[src/rtl/snake_body.sv]
// snake_body: segment store and move/collision engine for the snake game.
//   clk, rst         rising-edge clock, synchronous active-high reset
//   tick             one-cycle game-step strobe (accepted only while ALIVE)
//   dir              requested heading: 00 up, 01 right, 10 down, 11 left
//   grow             one-cycle apple-eaten strobe, held pending until the next move
//   snake_pos        segment origins, index 0 = head; only masked entries are meaningful
//   mask, length     live-segment mask and count (mask == (1 << length) - 1)
//   busy             high while a move is being scanned or the game is over
//   step_done        one-cycle pulse when a move's self-collision scan finds nothing
//   dead             game-over flag, held until reset

package snakePkg;
  localparam int unsigned COORD_W = 12;

  typedef struct packed {
    logic [COORD_W-1:0] x;
    logic [COORD_W-1:0] y;
  } pt2D;
endpackage

module snake_body
  import snakePkg::*;
#(
  parameter int unsigned SNAKE_SIZE = 32,
  parameter int unsigned STEP       = 20
) (
  input  logic                          clk,
  input  logic                          rst,
  input  logic                          tick,
  input  logic [1:0]                    dir,
  input  logic                          grow,
  output pt2D  [SNAKE_SIZE-1:0]         snake_pos,
  output logic [SNAKE_SIZE-1:0]         mask,
  output logic [$clog2(SNAKE_SIZE):0]   length,
  output logic                          busy,
  output logic                          step_done,
  output logic                          dead
);

  localparam int unsigned LEN_W    = $clog2(SNAKE_SIZE) + 1;
  localparam int unsigned IDX_W    = $clog2(SNAKE_SIZE);
  localparam int unsigned MASK_W   = SNAKE_SIZE + 1;
  localparam int unsigned CAND_W   = COORD_W + 1;
  localparam int unsigned INIT_LEN = 4;

  localparam logic signed [CAND_W-1:0] STEP_S = CAND_W'(STEP);
  localparam logic signed [CAND_W-1:0] X_MAX  = CAND_W'(800 - STEP);
  localparam logic signed [CAND_W-1:0] Y_MAX  = CAND_W'(600 - STEP);

  typedef enum logic [1:0] {ALIVE, SCAN, DEAD} state_t;

  state_t                    state_q, state_d;
  logic [1:0]                heading_q, heading_d;
  logic [IDX_W-1:0]          idx_q, idx_d;
  logic                      pending_q, pending_d;
  pt2D  [SNAKE_SIZE-1:0]     pos_d;
  logic [LEN_W-1:0]          len_d;
  logic [SNAKE_SIZE-1:0]     mask_d;
  logic [MASK_W-1:0]         mask_ext;
  logic                      step_done_d;
  logic [1:0]                next_dir;
  logic signed [CAND_W-1:0]  cx, cy;
  logic                      out_of_bounds;
  logic                      hit;
  logic                      scan_last;
  pt2D                       cand;

  // Next-state and next-output logic
  always_comb begin
    state_d     = state_q;
    heading_d   = heading_q;
    idx_d       = idx_q;
    pending_d   = pending_q;
    pos_d       = snake_pos;
    len_d       = length;
    step_done_d = 1'b0;

    // A request for the exact reverse of the current heading is ignored
    next_dir = (dir == (heading_q ^ 2'b10)) ? heading_q : dir;

    // Candidate head in a one-bit-wider signed space so x/y < 0 is detectable
    cx = $signed({1'b0, snake_pos[0].x});
    cy = $signed({1'b0, snake_pos[0].y});
    case (next_dir)
      2'b00:   cy = cy - STEP_S;
      2'b01:   cx = cx + STEP_S;
      2'b10:   cy = cy + STEP_S;
      default: cx = cx - STEP_S;
    endcase
    out_of_bounds = cx[CAND_W-1] || (cx > X_MAX) || cy[CAND_W-1] || (cy > Y_MAX);
    cand.x = COORD_W'(cx);
    cand.y = COORD_W'(cy);

    hit       = (snake_pos[0] == snake_pos[idx_q]);
    scan_last = (LEN_W'(idx_q) == (length - LEN_W'(1)));

    case (state_q)
      ALIVE: begin
        if (grow) pending_d = 1'b1;
        if (tick) begin
          if (out_of_bounds) begin
            state_d = DEAD;
          end else begin
            for (int i = 1; i < SNAKE_SIZE; i++) pos_d[i] = snake_pos[i-1];
            pos_d[0]  = cand;
            heading_d = next_dir;
            // The old tail was just shifted one slot down; growing exposes it
            if (pending_d) begin
              if (length != LEN_W'(SNAKE_SIZE)) len_d = length + LEN_W'(1);
              pending_d = 1'b0;
            end
            idx_d   = IDX_W'(1);
            state_d = SCAN;
          end
        end
      end
      SCAN: begin
        if (grow) pending_d = 1'b1;
        if (hit) begin
          state_d = DEAD;
        end else if (scan_last) begin
          state_d     = ALIVE;
          step_done_d = 1'b1;
        end else begin
          idx_d = idx_q + IDX_W'(1);
        end
      end
      DEAD: begin
        state_d = DEAD;
      end
      default: begin
        state_d = ALIVE;
      end
    endcase

    mask_ext = (MASK_W'(1) << len_d) - MASK_W'(1);
    mask_d   = mask_ext[SNAKE_SIZE-1:0];
  end

  // State and registered outputs
  always_ff @(posedge clk) begin
    if (rst) begin
      state_q   <= ALIVE;
      heading_q <= 2'b01;
      idx_q     <= IDX_W'(1);
      pending_q <= 1'b0;
      length    <= LEN_W'(INIT_LEN);
      mask      <= SNAKE_SIZE'((1 << INIT_LEN) - 1);
      busy      <= 1'b0;
      step_done <= 1'b0;
      dead      <= 1'b0;
      for (int i = 0; i < SNAKE_SIZE; i++) begin
        if (i < INIT_LEN) begin
          snake_pos[i].x <= COORD_W'(400 - STEP * i);
          snake_pos[i].y <= COORD_W'(300);
        end else begin
          snake_pos[i] <= '0;
        end
      end
    end else begin
      state_q   <= state_d;
      heading_q <= heading_d;
      idx_q     <= idx_d;
      pending_q <= pending_d;
      snake_pos <= pos_d;
      length    <= len_d;
      mask      <= mask_d;
      busy      <= (state_d != ALIVE);
      step_done <= step_done_d;
      dead      <= (state_d == DEAD);
    end
  end

endmodule

[config.mk]
export PLATFORM = sky130hd
export DESIGN_NAME = snake_body
export DESIGN_NICKNAME = d
export VERILOG_FILES = /design/src/rtl/snake_body.sv
export SDC_FILE = /design/constraint.sdc
export NUM_CORES = 2
export LEC_CHECK = 0
export CORE_AREA = 2 2 322 324
export CTS_BUF_LIST = sky130_fd_sc_hd__clkbuf_16
export CTS_CLUSTER_SIZE = 8
export DETAILED_ROUTE_END_ITERATION = 16
export DIE_AREA = 0 0 324 326
export GPL_TIMING_DRIVEN = 1
export PLACE_DENSITY = 0.65
export SLEW_MARGIN = 20
export SYNTH_ARGS = -nofsm -noshare
export SYNTH_HDL_FRONTEND = slang
export SYNTH_SLANG_ARGS = --single-unit
[constraint.sdc]
create_clock -name clk -period 8.5 [get_ports clk]
set_input_delay 1.7 -clock clk [delete_from_list [all_inputs] [get_ports clk]]
set_output_delay 1.7 -clock clk [all_outputs]
set_load 0.03 [all_outputs]
Word-level counts from Yosys, hierarchy flattened --
Cells that the tools add are included.
Word-level totals: flip-flop bits (word level) 819, input bits 6, output and inout port bits 809, logic and storage cells 138
Operators by class: $add $sub $neg 8, magnitude comparators 3, equality and inequality tests 13, shift-type cells 1, muxes and demuxes 26, bitwise operators 3, reduce and logical (&&, ||, !) cells 11
Operators with widths (number):
- binary-select mux 24 bit (select 5 bit) | 1
- case mux 13 bit (2 select lines) | 2
- left shift 1 x 6 -> 32 bit, first input constant | 1
- subtractor 32 x 2 -> 32 bit, second input constant | 1
- 2-to-1 mux 6 bit | 5
- adder 12 x 5 -> 13 bit, second input constant | 2
- greater-than comparator 13 x 11 -> 1 bit, second input constant | 2
- subtractor 12 x 5 -> 13 bit, second input constant | 2
- == test 24 bit | 1
- 2-to-1 mux 24 bit | 1
- 2-to-1 mux 5 bit | 4
- 2-to-1 mux 2 bit | 5
- case mux 5 bit (2 select lines) | 1
- inequality test 2 bit, second input constant | 4
- adder 6 x 1 -> 6 bit, second input constant | 1
- == test 2 bit, second input constant | 3
- == test 5 x 6 -> 1 bit | 1
- < comparator 5 x 6 -> 1 bit, second input constant | 1
- inequality test 6 bit, second input constant | 1
- case mux 2 bit (3 select lines) | 1
- subtractor 6 x 1 -> 6 bit, second input constant | 1
- adder 5 x 1 -> 5 bit, second input constant | 1
- 2-to-1 mux 1 bit | 5
- AND reduction 5 bit | 1
- other kinds (10) | 17

Depth between registers and ports, before layout --
word-level depth 15, mapped depth 23, depth with buffers taken out 20

Worst setup path after synthesis --
Ideal clock, no wire load.
kind input-to-reg, from input port dir[0], to register mask[4], data arrival time 6.409 ns, path slack 1.999 ns, stages on the path 21, buffers on the path 2, cell sequence buf_2 xor2_1 mux2i_1 nand2_1 fa_1 a21o_1 a221oi_2 mux2i_1 a311o_1 nand3_1 and3_1 buf_6 nand4_2 mux2_4 nand2_1 or3_1 ha_1 or3_1 nor3_1 a21oi_1 o32ai_1
Between the ends: cells in the longest elaborated chain, start to end 14
Ends and longest elaborated chain:
- start, declared | RTL line 30 | input logic [1:0] dir,
- == test 2 bit | RTL line 79 | next_dir = (dir == (heading_q ^ 2'b10)) ? heading_q : dir;
- 2-to-1 mux 2 bit * | RTL line 79
- == test 2 bit or zero test 2 bit (tied branches) | RTL line 84 | case (next_dir)
- OR reduction 2 bit (no source line)
- case mux 13 bit (2 select lines) | RTL line 84
- greater-than comparator 13 x 11 -> 1 bit | RTL line 90 | out_of_bounds = cx[CAND_W-1] || (cx > X_MAX) || cy[CAND_W-1] || (cy > Y_MAX);
- logical OR 1 bit (2 in series) | RTL line 90
- logical OR 1 bit * | RTL line 90
- 2-to-1 mux 6 bit * | RTL line 101 | if (out_of_bounds) begin
- 2-to-1 mux 6 bit * | RTL line 100 | if (tick) begin
- 2-to-1 mux 6 bit * | RTL line 97 | case (state_q)
- left shift 1 x 6 -> 32 bit * | RTL line 136 | mask_ext = (MASK_W'(1) << len_d) - MASK_W'(1);
- subtractor 32 x 2 -> 32 bit * | RTL line 136
- end signal, assigned | RTL line 148 | mask <= SNAKE_SIZE'((1 << INIT_LEN) - 1);
- end signal, assigned | RTL line 167 | mask <= mask_d;
- end, declared | RTL line 33 | output logic [SNAKE_SIZE-1:0] mask,
Every way passes the cells marked *; elsewhere a longest branch is shown, timed or not. A chain may end at the register's enable or synchronous reset.

Worst setup path after layout --
from input port dir[0], to register mask[10]
The elaborated chain is that of the path after synthesis.

==> results.tsv <==
stage	metric	value	unit
layout	number_of_fillers_in_the_final_layout	10100	
drt	dr_total_vias	28800	
floorplanning	die_h	326	um
critical_path	worstReg2RegEnd	mask[10]	
grt	grt_antenna_before_repair	21	
clock_tree	cts_sinks	691	
sta	hold_violations	0	
sta	rsz0062_at_grt	no	
floorplanning	std_cell_rows	118	
yosys	yosysWarnings	0	
critical_path	critPathMaxFanout	20	
yosys	synth_top_cell_by_area	dfxtp_1	
yosys	yosys.area_share.xor_xnor	1.30	%
drt	detail_route.iter0.violations	3059	
grt	grt-ovfl-total	0	
yosys	synth_most_common_cell	nand2_1	
yosys	syn_avg_cell_area	8.65	um^2
clock_tree	worstSkewPairLatency	680	ps
floorplanning	die_w	324	um
power	power.density_cell_area	176	mW/mm^2
sta	timing.clock.skew	25.2	ps
critical_path	crit_end	mask[10]	
critical_path	cpMostUsedCell	mux2i_1	
critical_path	worst_path_largest_cell_delay	550	ps
clock_tree	cts-hold-fix-buffers	0	
layout	count_of_non_filler_cells_in_the_finished_layout	5591	
sta	totalNegativeSetupSlack	0	ps
yosys	synth_simple_gate_area_share	18.6	%
sta	share_of_the_clock_period_used_by_the_worst_path_after_layout	85.1	%
drt	vias_per_cell	5.15	
floorplanning	effective_utilization_at_floorplan	30.7	%
yosys	synth_area_leaders	dfxtp_1 (44%), nand2_1 (15%), mux4_2 (14%), a21oi_1 (10%), buf_4 (3.3%)	
sta	fmaxAchievable	138	MHz
floorplanning	floorplan.io_pins	815	
yosys	synth-edff-count	0	
drt	postRouteWirelength	134	mm
sta	slew_headroom	31.2	%
yosys	netlist_area	0.0315	mm^2
critical_path	criticalPathCategory	in -> reg	
outcome	status	completed	
clock_tree	ctsHtreeMaxLevel	3	
yosys	asyncSetResetFlopFracSynth	0	%
yosys	yosysUniqueCellTypes	76	
power	leakage	13.7	nW
placed_design	dp_cells	5474	
yosys	yosys.area_share.adder	1.04	%
sta	layout_min_cycle_time	7230	ps
placed_design	gp_congestion	0.871	
layout	post_route_cells_drive_above_1_share	9.22	%
clock_tree	numCtsBuffers	97	
yosys	synth_compound_gate_area_share	12.7	%
yosys	share_of_synthesized_area_spent_on_multiplexers	15.3	%
power	peakVddDrop	0.176	mV
hold_path	hold_depth	2	
critical_path	regToRegStartpoint	heading_q[0]	
yosys	synth_seq_area_share	43.9	%
grt	global_route_wire_length_before_repair	189	mm
floorplanning	fp.dieArea	0.106	mm^2
clock_tree	cts.repair.resized	0	
yosys	synth_top_family_by_area	simple AND/OR/NAND/NOR gates	
grt	number_of_global_route_vias_before_repair	26400	
critical_path	worst_ep_arrival_time	7810	ps
critical_path	rrSetupSlack	2460	ps
drt	ant_nets	0	
sta	setup_failing_eps_final	0	
sta	final_max_slew_viol_count	0	
critical_path	timing.critical_path.to_type	register	
placed_design	dpl.hpwl	97.2	mm
floorplanning	core_region_area	0.103	mm^2
layout	area_growth_syn_to_layout	32.3	%
drt	drcViolationCount	0	
layout	final_net_count	4224	
drt	wire_per_inst	24.0	um
yosys	postSynthCellCount	3639	
placed_design	numPortBuffers	686	
grt	grt_max_degree	193	
layout	multi_input_comb_area	0.0159	mm^2
critical_path	timing.critical_path.from	dir[0]	
critical_path	critical_path.cell_chain	clkdlybuf4s50_1, xor2_1, mux2i_1, nand2_1, fa_1, a21o_1, a221oi_2, mux2i_1, a311o_1, nand3_1, and3_1, nand4_2, mux2i_1, buf_4, nand2_1, or3_1, ha_1, buf_4, or4_1, a31oi_1	
critical_path	worst-endpoint-required	9080	ps
grt	grt.total_usage	24.4	%
clock_tree	clockBufferDepth	3	
layout	final-seq-area	0.0138	mm^2
critical_path	worstSetupStartpointType	input port	
yosys	synth_common_cells	nand2_1 (1,285), dfxtp_1 (691), a21oi_1 (637)	
clock_tree	clk_pin_slew_worst_paths	50	ps
critical_path	critical-path-slowest-cell	or4_1	
critical_path	timing.reg2reg.worst_path_depth	19	
yosys	ys_ff_latch	691	
yosys	dominantRegCellSynth	dfxtp_1	
drt	1st_pass_router_iterations	6	
job	max_cap_viol_count	0	
sta	slew_at_the_pin_with_the_worst_max_slew_slack	1030	ps
yosys	synth_largest_type_area_fraction	43.9	%
clock_tree	clock_tree_from_tritoncts	built	
clock_tree	cts_post_setup_buffers_inserted	0	
hold_path	hold_class	reg -> reg	
clock_tree	clock_tree.root_cell	clkbuf_16	
-- layout make-up --
| cell class | count | share of cell area (%) |
|---|---|---|
| Antenna cell | 4 | 0.0240 |
| Clock buffer | 98 | 5.89 |
| Clock inverter | 15 | 0.439 |
| Inverter | 17 | 0.153 |
| Multi-Input combinational cell | 2646 | 38.2 |
| Sequential cell | 691 | 33.3 |
| Tap cell | 1380 | 4.15 |
| Timing Repair Buffer | 740 | 17.9 |
-- state kept, by name, summed over array words and instances (netlist names) --
name       count
mask          32
idx_q          5
dead           1
heading_q      2
busy           1
state_q        2
length         6
step_done      1
pending_q      1
snake_pos    640
-- worst min path at each step --
stage / start / end
5_1_grt: heading_q[1] / heading_q[1]
2_1_floorplan: heading_q[1] / heading_q[1]
3_5_place_dp: heading_q[1] / heading_q[1]
3_3_place_gp: heading_q[1] / heading_q[1]
4_1_cts: heading_q[1] / heading_q[1]
6_report: heading_q[1] / heading_q[1]
-- worst max-delay path: cells and delay by family --
kind | cells | cell delay (ps)
and+or+nand+nor | 7 | 2240
AOI/OAI and AO/OA | 4 | 1210
buffers and inverters | 3 | 890
muxes | 3 | 770
adders and majority gates | 2 | 720
xor gates and xnor gates | 1 | 280
-- power by group --
part | internal (W) | leakage (nW) | switching, W | total [W]
Combinational | 0.000130 | 6.87 | 0.000408 | 0.000538
Sequential | 0.00326 | 5.57 | 0.0000254 | 0.00329
Clock | 0.00206 | 1.31 | 0.00145 | 0.00351
-- metal layers --
metal	track usage [%]	wire, um
met1	30.8	53800
met2	38.9	62600
met3	7.59	12000
met4	9.39	5710
met5	0	66
-- cells in the final DEF, fill, tap and decap left out, types with 6 or more instances in the layout --
cell / n
nand2_1: 1285
dfxtp_1: 686
clkdlybuf4s50_1: 685
a21oi_1: 637
mux4_2: 200
conb_1: 128
clkbuf_16: 98
nor2_1: 62
nand3_1: 46
buf_4: 40
xnor2_1: 27
mux2i_1: 25
ha_1: 23
inv_1: 22
xor2_1: 18
nor3_1: 16
o21ai_0: 14
buf_12: 14
and3_1: 13
nand4_1: 13
o211ai_1: 12
a31oi_1: 11
a211oi_1: 11
or3_1: 10
a21o_1: 9
nor4_1: 8
o21a_1: 6
-- per-stage QoR --
stage	setup WS (ps)	utilization [%]	hold slack (ps)	area [um^2]	total power, W
6_report	1270	40.6	463	41600	0.00734
5_1_grt	914	40.6	489	41600	0.00758
4_1_cts	1370	40.6	464	41600	0.00741
3_5_place_dp	652	38.0	458	39000	0.00389
3_3_place_gp	748	38.0	447	39000	0.00389
2_1_floorplan	2000	-	436	32000	0.00378
-- cell families (layout without fill, tap and decap cells) --
group | count (synthesis) | in the layout
muxes | 229 | 229
DFF | 691 | 691
AOI/OAI and AO/OA | 740 | 740
other | 1 | 132
xor gates and xnor gates | 46 | 46
adders and majority gates | 25 | 25
buffers and inverters | 429 | 870
and+or+nand+nor | 1478 | 1478
No activity file was read; power rests on OpenSTA's default activity.
